<file path="config.mk">
export PLATFORM = sky130hd
export DESIGN_NAME = l2_request_scheduler
export DESIGN_NICKNAME = d
export VERILOG_FILES = /design/src/rtl/l2_sched_pkg.sv /design/src/rtl/rr_arbiter3.sv /design/src/rtl/l2_request_scheduler.sv
export SDC_FILE = /design/constraint.sdc
export NUM_CORES = 1
export LEC_CHECK = 0
export BUFFER_PORTS_ARGS = -buffer_cell sky130_fd_sc_hd__clkbuf_2
export CAP_MARGIN = 40
export CORE_AREA = 3 3 567 569
export DETAILED_ROUTE_END_ITERATION = 8
export DIE_AREA = 0 0 570 572
export GPL_TIMING_DRIVEN = 0
export SETUP_SLACK_MARGIN = 0.4
export SYNTH_ARGS = -nofsm -noshare
export SYNTH_HDL_FRONTEND = slang
export SYNTH_SLANG_ARGS = --single-unit
</file>
<file path="constraint.sdc">
create_clock -name clk -period 3.8 [get_ports clk]
set_input_delay 0.95 -clock clk [delete_from_list [all_inputs] [get_ports clk]]
set_output_delay 0.95 -clock clk [all_outputs]
set_load 0.05 [all_outputs]
</file>
<file path="src/rtl/l2_sched_pkg.sv">
// Shared types for the L2 request scheduler: request kinds, FSM states and
// the holding-register payload.
package l2_sched_pkg;

  localparam int unsigned ADDR_W  = 32;
  localparam int unsigned LINE_W  = 256;
  localparam int unsigned NUM_REQ = 3;

  typedef enum logic [1:0] {
    DC_WR = 2'd0,
    DC_RD = 2'd1,
    IC_RD = 2'd2
  } req_kind_t;

  typedef enum logic [1:0] {
    IDLE  = 2'd0,
    ISSUE = 2'd1,
    WAIT  = 2'd2
  } state_t;

  typedef struct packed {
    req_kind_t           kind;
    logic [ADDR_W-1:0]   addr;
    logic [LINE_W-1:0]   data;
  } hold_entry_t;

endpackage

</file>
<file path="src/rtl/rr_arbiter3.sv">
// Three-way round-robin arbiter; search starts one past the last grant.
module rr_arbiter3 (
  input  logic [2:0] req,
  input  logic [1:0] last,
  output logic [2:0] grant,
  output logic [1:0] grant_idx
);

  logic [1:0] start;
  logic [2:0] sum;
  logic [1:0] idx;
  logic       found;

  always_comb begin
    grant     = '0;
    grant_idx = '0;
    found     = 1'b0;
    sum       = '0;
    idx       = '0;
    // An out-of-range pointer behaves like the last index so start wraps to 0.
    start     = (last >= 2'd2) ? 2'd0 : 2'(last + 2'd1);
    for (int k = 0; k < 3; k++) begin
      sum = 3'({1'b0, start}) + 3'(k);
      idx = 2'((sum >= 3'd3) ? (sum - 3'd3) : sum);
      if (!found && req[idx]) begin
        found      = 1'b1;
        grant[idx] = 1'b1;
        grant_idx  = idx;
      end
    end
  end

endmodule

</file>
<file path="src/rtl/l2_request_scheduler.sv">
// Single-outstanding scheduler between icache/dcache requesters and memory:
// round-robin accept, hold-and-issue, response routing and read timeout.
module l2_request_scheduler
  import l2_sched_pkg::*;
#(
  parameter int unsigned ADDRESS_BITS   = ADDR_W,
  parameter int unsigned BLOCK_DW       = LINE_W,
  parameter int unsigned TIMEOUT_CYCLES = 1023
) (
  input  logic                    clk,
  input  logic                    rst_n,
  input  logic                    ic_rd_valid,
  output logic                    ic_rd_ready,
  input  logic [ADDRESS_BITS-1:0] ic_rd_addr,
  input  logic                    dc_rd_valid,
  output logic                    dc_rd_ready,
  input  logic [ADDRESS_BITS-1:0] dc_rd_addr,
  input  logic                    dc_wr_valid,
  output logic                    dc_wr_ready,
  input  logic [ADDRESS_BITS-1:0] dc_wr_addr,
  input  logic [BLOCK_DW-1:0]     dc_wr_data,
  output logic                    mem_req_valid,
  input  logic                    mem_req_ready,
  output logic [1:0]              mem_req_kind,
  output logic [ADDRESS_BITS-1:0] mem_req_addr,
  output logic [BLOCK_DW-1:0]     mem_req_data,
  input  logic                    mem_rsp_valid,
  input  logic [BLOCK_DW-1:0]     mem_rsp_data,
  output logic                    ic_rsp_valid,
  output logic [BLOCK_DW-1:0]     ic_rsp_data,
  output logic                    dc_rsp_valid,
  output logic [ADDRESS_BITS-1:0] dc_rsp_addr,
  output logic [BLOCK_DW-1:0]     dc_rsp_data,
  output logic                    busy,
  output logic                    timeout_err
);

  localparam int unsigned CNT_W = $clog2(TIMEOUT_CYCLES + 1);

  state_t             state_q, state_d;
  hold_entry_t        hold_q, hold_d;
  logic [1:0]         last_q;
  logic [CNT_W-1:0]   tmo_cnt_q;
  logic [NUM_REQ-1:0] req_vec;
  logic [NUM_REQ-1:0] grant;
  logic [1:0]         grant_idx;
  logic               accept;
  logic               rsp_fire;
  logic               timeout_hit;

  assign req_vec = {ic_rd_valid, dc_rd_valid, dc_wr_valid};

  rr_arbiter3 u_arb (
    .req       (req_vec),
    .last      (last_q),
    .grant     (grant),
    .grant_idx (grant_idx)
  );

  // Readies are forced low during reset so nothing is accepted while held.
  assign dc_wr_ready = rst_n & (state_q == IDLE) & grant[0];
  assign dc_rd_ready = rst_n & (state_q == IDLE) & grant[1];
  assign ic_rd_ready = rst_n & (state_q == IDLE) & grant[2];

  assign mem_req_valid = (state_q == ISSUE);
  assign mem_req_kind  = hold_q.kind;
  assign mem_req_addr  = ADDRESS_BITS'(hold_q.addr);
  assign mem_req_data  = BLOCK_DW'(hold_q.data);
  assign busy          = (state_q != IDLE);

  always_ff @(posedge clk or negedge rst_n) begin
    if (!rst_n) state_q <= IDLE;
    else        state_q <= state_d;
  end

  always_comb begin
    state_d     = state_q;
    accept      = 1'b0;
    rsp_fire    = 1'b0;
    timeout_hit = 1'b0;
    case (state_q)
      IDLE: begin
        if (|req_vec) begin
          accept  = 1'b1;
          state_d = ISSUE;
        end
      end
      ISSUE: begin
        if (mem_req_ready) state_d = (hold_q.kind == DC_WR) ? IDLE : WAIT;
      end
      WAIT: begin
        // A response arriving on the last allowed cycle still wins over abort.
        if (mem_rsp_valid) begin
          rsp_fire = 1'b1;
          state_d  = IDLE;
        end else if (tmo_cnt_q == CNT_W'(TIMEOUT_CYCLES - 1)) begin
          timeout_hit = 1'b1;
          state_d     = IDLE;
        end
      end
      default: state_d = IDLE;
    endcase
  end

  // Capture of the winning requester; reads carry no data.
  always_comb begin
    hold_d      = '0;
    hold_d.kind = req_kind_t'(grant_idx);
    case (grant_idx)
      2'd0: begin
        hold_d.addr = ADDR_W'(dc_wr_addr);
        hold_d.data = LINE_W'(dc_wr_data);
      end
      2'd1:    hold_d.addr = ADDR_W'(dc_rd_addr);
      default: hold_d.addr = ADDR_W'(ic_rd_addr);
    endcase
  end

  always_ff @(posedge clk or negedge rst_n) begin
    if (!rst_n) begin
      hold_q       <= '0;
      last_q       <= 2'd2;
      tmo_cnt_q    <= '0;
      timeout_err  <= 1'b0;
      ic_rsp_valid <= 1'b0;
      ic_rsp_data  <= '0;
      dc_rsp_valid <= 1'b0;
      dc_rsp_addr  <= '0;
      dc_rsp_data  <= '0;
    end else begin
      ic_rsp_valid <= rsp_fire && (hold_q.kind == IC_RD);
      dc_rsp_valid <= rsp_fire && (hold_q.kind != IC_RD);
      if (accept) begin
        hold_q <= hold_d;
        last_q <= grant_idx;
      end
      if (state_q == ISSUE)     tmo_cnt_q <= '0;
      else if (state_q == WAIT) tmo_cnt_q <= tmo_cnt_q + CNT_W'(1);
      if (timeout_hit) timeout_err <= 1'b1;
      if (rsp_fire) begin
        if (hold_q.kind == IC_RD) begin
          ic_rsp_data <= mem_rsp_data;
        end else begin
          dc_rsp_data <= mem_rsp_data;
          dc_rsp_addr <= ADDRESS_BITS'(hold_q.addr);
        end
      end
    end
  end

endmodule
</file>
==> After elaboration in Yosys (flattened, before gate mapping) <==
Index checks and enable logic that the tools add are counted.
{ "totals": {"out_inout_bits": 842, "regBits": 851} }
{ "op_classes": {"n_addsub": 7, "muxes": 41, "magnitude_cmp": 10, "reduce_logical": 18, "n_eq_ne": 9, "n_bitwise": 7} }
{ "op_table": {"columns": ["cell", "n"], "rows": [
  ["256-bit 2-to-1 mux", 1],
  ["32-bit one-hot mux with 2 select lines", 1],
  ["2-bit 2-to-1 mux", 12],
  ["10-bit 2-to-1 mux", 2],
  ["1-bit 2-to-1 mux", 15],
  ["10-bit by 1-bit adder with 10-bit output (second input constant)", 1],
  ["10-bit == test (second input constant)", 1],
  ["2-bit by 3-bit less-than comparator with 1-bit output (second input constant)", 3],
  ["3-bit 2-to-1 mux", 3],
  ["1-bit logical AND", 7],
  ["1-bit binary-select mux with 2-bit select", 3],
  ["1-bit demux with 2-bit select", 3],
  ["2-bit by 1-bit >= comparator with 1-bit output (second input constant)", 3],
  ["3-bit by 2-bit >= comparator with 1-bit output (second input constant)", 2],
  ["2-bit logical NOT", 3],
  ["3-bit bitwise OR", 2],
  ["2-bit one-hot mux with 3 select lines", 1],
  ["2-bit subtractor (second input constant)", 3],
  ["1-bit AND", 4],
  ["2-bit by 1-bit == test with 1-bit output (second input constant)", 2],
  ["2-bit == test (second input constant)", 2],
  ["2-bit >= comparator (second input constant)", 2],
  ["2-bit by 1-bit != test with 1-bit output (second input constant)", 2],
  ["2-bit AND reduction", 2],
  ["other kinds (10)", 12]
]} }

==> Depth between registers and ports, before layout <==
{ "logic_depth": {"ltp_word": 15, "ltp_mapped": 10} }

==> Modules after synthesis <==
Synthesis repeated with hierarchy kept, for this count alone.
{ "unflattened": {"hier_cells": 3139, "hier_area_um2": 33298.2} }
{ "by_module_without_submodules": {"columns": ["mod", "area_per_inst_um2", "n_inst", "cells_per_inst"], "rows": [
  ["l2_request_scheduler", 33121.8, 1, 3112],
  ["rr_arbiter3", 176.4, 1, 27]
]} }

==> Worst setup path before layout <==
OpenSTA, ideal clock, no wires.
{ "synth_path": {"path_type": "in2out", "startpoint": "in dc_wr_valid", "endpoint": "out ic_rd_ready", "n_path_buf": 2, "slack_ps": 99, "cell_stages": 6, "required_time_ps": 2850, "arrival_time_ps": 2751, "cell_sequence": "buf_6 buf_2 and3b_1 a21oi_1 or4_1 a31oi_1"} }
{ "synth_via": {"elab_chain_cells": 10} }
{ "synth_rtl": {"columns": ["item", "line", "rtl"], "rows": [
  ["start: declaration", "l2_request_scheduler.sv:18", "input logic dc_wr_valid,"],
  ["1-bit binary-select mux with 2-bit select", "rr_arbiter3.sv:25", "if (!found && req[idx]) begin"],
  ["1-bit 2-to-1 mux (not written as such)", "rr_arbiter3.sv:25", null],
  ["1-bit 2-to-1 mux", "rr_arbiter3.sv:25", null],
  ["1-bit logical NOT", "rr_arbiter3.sv:25", null],
  ["1-bit logical AND", "rr_arbiter3.sv:25", null],
  ["1-bit 2-to-1 mux", "rr_arbiter3.sv:25", null],
  ["1-bit logical NOT", "rr_arbiter3.sv:25", null],
  ["1-bit logical AND", "rr_arbiter3.sv:25", null],
  ["3-bit 2-to-1 mux *", "rr_arbiter3.sv:25", null],
  ["1-bit AND *", "l2_request_scheduler.sv:63", "assign ic_rd_ready = rst_n & (state_q == IDLE) & grant[2];"],
  ["end: declaration", "l2_request_scheduler.sv:13", "output logic ic_rd_ready,"]
]} }
Every way passes the cells marked *; elsewhere a longest branch is shown, timed or not. The select of a mux whose other input is x is not followed.

==> out/summary.txt <==
Status - complete, but fails checks
H-tree depth - 3
Compound-gate portion of the synthesized area - 0.09391
RSZ-0062 raised after global routing - yes
Max cap viols - 0
Placer Congestion - 0.9398
Clk_lat worst skew - 0.80 ns
Crit path time final - 3.953 ns
Yosys top cell area share - 0.6647
Number of distinct library cells after synthesis - 53
Num Clock Sinks - 850
Number of global-route vias before repair - 27990
Initial Util - 0.1007
GRT Overall Usage - 0.1358
Post-synth top area cell - dfrtp_1
Placed Instances - 8245
Clock Path Buffers - 4
Critical path type - flip-flop to output port
Die height - 572 microns
Multiplexer area fraction after synthesis - 0.1021
Core Area - 317300 sq um
Failing checks - negative setup slack
Critical Path RT - 2.85 ns
Synth Net Count - 3199
Die ar. - 326000 sq um
FF-to-FF setup slack - 0.50 ns
Post-synth EDFFs - 0
Clk pin slew, worst setup/hold paths - 0.08 ns
Critical Path AT - 3.00 ns
Fraction of layout cells with a size suffix above 1 - 0.4820
Most numerous cell in the Yosys netlist - dfrtp_1
Slew @ Worst Pin - 0.9414 ns
Headroom to the max-slew limit - 0.3724
Final Max Tran Viols - 0
Lkg Pwr - 24.57 nW
Routed wire length - 232100 microns
Crit path capture type - output port
Yosys warns - 0
Final Util - 0.1541
Max Freq - 253.0 MHz
DR pass1 iterations - 5
Cell Count, Final, Fillers Out - 8474
Initial antenna violation count - 145
Crit path max fanout - 5
Total gr overflow - 0
Synth Area in XOR/XNOR - 0.001370
I/O Pins - 1457
Final Cycle Share - 1.040
Largest family of logic cells by synthesized area - simple AND/OR/NAND/NOR gates
Setup TNS Final - -0.1533 ns
Post-Synth Simple-Gate Area - 0.1079
Setup Viol. Count Final - 1
Adder-Cell Fraction of Synth Area - 0.002349
Ys async rst share - 1.000
Syn Std Cell Area - 31960 sq um
Area after DPL - 45110 sq um
Post-DP HPWL - 200200 microns
Worst hold slack - 0.2150 ns
Routed Antenna Nets - 0
Post-route DRC violation count - 0
Average cell area after synthesis - 12.40 sq um
Number of synthesized register bits - 850
Top area cells in the synthesized netlist - dfrtp_1, mux2_2, nand2_1, a22o_1, clkbuf_1
Starting DRT DRC Count - 2049
Root Driver - clkbuf_16
Final nets - 4803
Register area share after synthesis - 0.6655
Final critical-path setup slack - -0.1533 ns
Cells after synthesis - 2578
IO buf count - 1455
Number of vias in the routed layout - 28420
Crit path launch type - flip-flop
Hold violation total from the final report - 0
Ys flop type - dfrtp_1
Syn-to-layout area delta - 53.00%
TritonCTS clock tree - yes
Clock Skew - 0.04521 ns
Largest net degree at the start of global routing - 103
Synth top cells by count - dfrtp_1, nand2_1, mux2_2
DR vias/cell - 3.353
First-pass GRT wire length - 291100 microns
Final instance area - 48900 sq um
Fillers - 35720
Die W - 570 microns
Power per cell area - 1175 nW/um^2
Total CTS buffers - 100
# rows - 207
Peak supply drop - 652.4 uV
Drt wl/cell - 27.39 microns
Hold WC Path Type - input port to async pin
[worst paths after layout]
| path | start | endpoint | cells past startpoint |
|---|---|---|---|
| max | mem_req_kind[0] | dc_rd_ready | 8 |
| min | rst_n | mem_req_data[204] | 2 |
| max reg2reg | mem_req_kind[0] | mem_req_addr[23] | 10 |
| min reg2reg | ic_rsp_data[109] | ic_rsp_data[109] | 2 |
| max in group asynchronous | rst_n | ic_rsp_data[245] | 4 |
| min in group clk | mem_rsp_data[158] | ic_rsp_data[158] | 3 |
[metal layers]
| metal | GRT usage | vias to the layer above | share of wire |
|---|---|---|---|
| li1 | - | 12060 | - |
| met1 | 0.1358 | 14030 | 0.33 |
| met2 | 0.2330 | 1691 | 0.48 |
| met3 | 0.06609 | 525 | 0.12 |
| met4 | 0.07031 | 110 | 0.065 |
| met5 | 0 | - | 0.0030 |
[layout by cell type (no fill, tap or decap), types with 3 or more instances in the layout]
master      instances
inv_6               4
buf_8              12
buf_16             11
nor3_1              5
nand3_1             3
mux2_2            289
clkbuf_16         103
buf_12              3
a221o_1            32
a21oi_1             8
o21ai_0            42
nand2_1           843
clkbuf_2         1459
xor2_1              4
nor2b_1             3
clkinvlp_4          5
buf_6              14
buf_2              45
dfrtp_1           848
ha_1                5
nand4_1             3
buf_4              33
bufbuf_16           4
clkbuf_8           22
inv_1              10
bufinv_16           7
clkbuf_1          102
diode_2            37
a21oi_4             3
clkinv_2           14
a22o_1            256
inv_16              3
nor2_1             10
[cell type report]
type                            count  area, sq um  area share
Inverter                           11        41.29   0.0008444
Antenna cell                       37        92.59    0.001893
Multi-Input combinational cell   1548         9903      0.2025
Timing Repair Buffer             1502         8174      0.1672
Buffer                            169        849.6     0.01737
Clock inverter                     37        474.2    0.009697
Sequential cell                   850        21270      0.4350
Clock buffer                      140         2863     0.05854
Tap cell                         4180         5230      0.1070
[flip-flops by register name, summed over array words and instances, names as in the netlist]
name and count:
dc_rsp_addr 32, dc_rsp_data 256, dc_rsp_valid 1, ic_rsp_data 256, ic_rsp_valid 1, last_q 1, mem_req_addr 32, mem_req_data 256
mem_req_kind 2, state_q 2, timeout_err 1, tmo_cnt_q 10
[power breakdown]
part	switching [mW]	total, mW	internal [mW]
registers	2.92	16.3	13.3
clock network	4.24	10.0	5.76
logic	24.4	31.2	6.77
[worst max-delay path, stage by stage, from the launching register on]
cell and delay, ns:
dfrtp_2 0.45, buf_8 0.13, or2_4 0.23, ha_4 0.26
buf_6 0.10, or3b_1 0.34, a211o_1 0.35, a21oi_4 0.15
clkbuf_16 0.19
[stage by stage]
step | total power, mW | setup slack [ns]
global placement | 47.50 | -20.18
detailed placement | 47.81 | -1.024
floorplan | 36.23 | 0.4741
CTS | 58.28 | -0.2248
global route | 59.89 | -0.2752
finish | 57.46 | -0.1533
[kinds of logic (layout without fill, tap and decap cells)]
kind of cell	after synthesis	count (layout)
flops	850	850
fa+ha+maj	6	6
simple gates	889	889
xor+xnor	5	5
compound gates	358	358
mux	290	290
buf+inv	180	1859
other cells	0	37
[timing repair]
| item | in CTS | in global routing |
|---|---|---|
| pin swaps | 3 | 2 |
| setup endpoints to repair | 21 | 4 |
| hold buffers | 2 | 0 |
| cloned | 4 | 0 |
| endpoints found under the hold margin | 45 | 0 |
| setup buffers | 8 | 1 |
| resized for setup | 24 | 3 |
No activity file was read; power rests on OpenSTA's default activity.
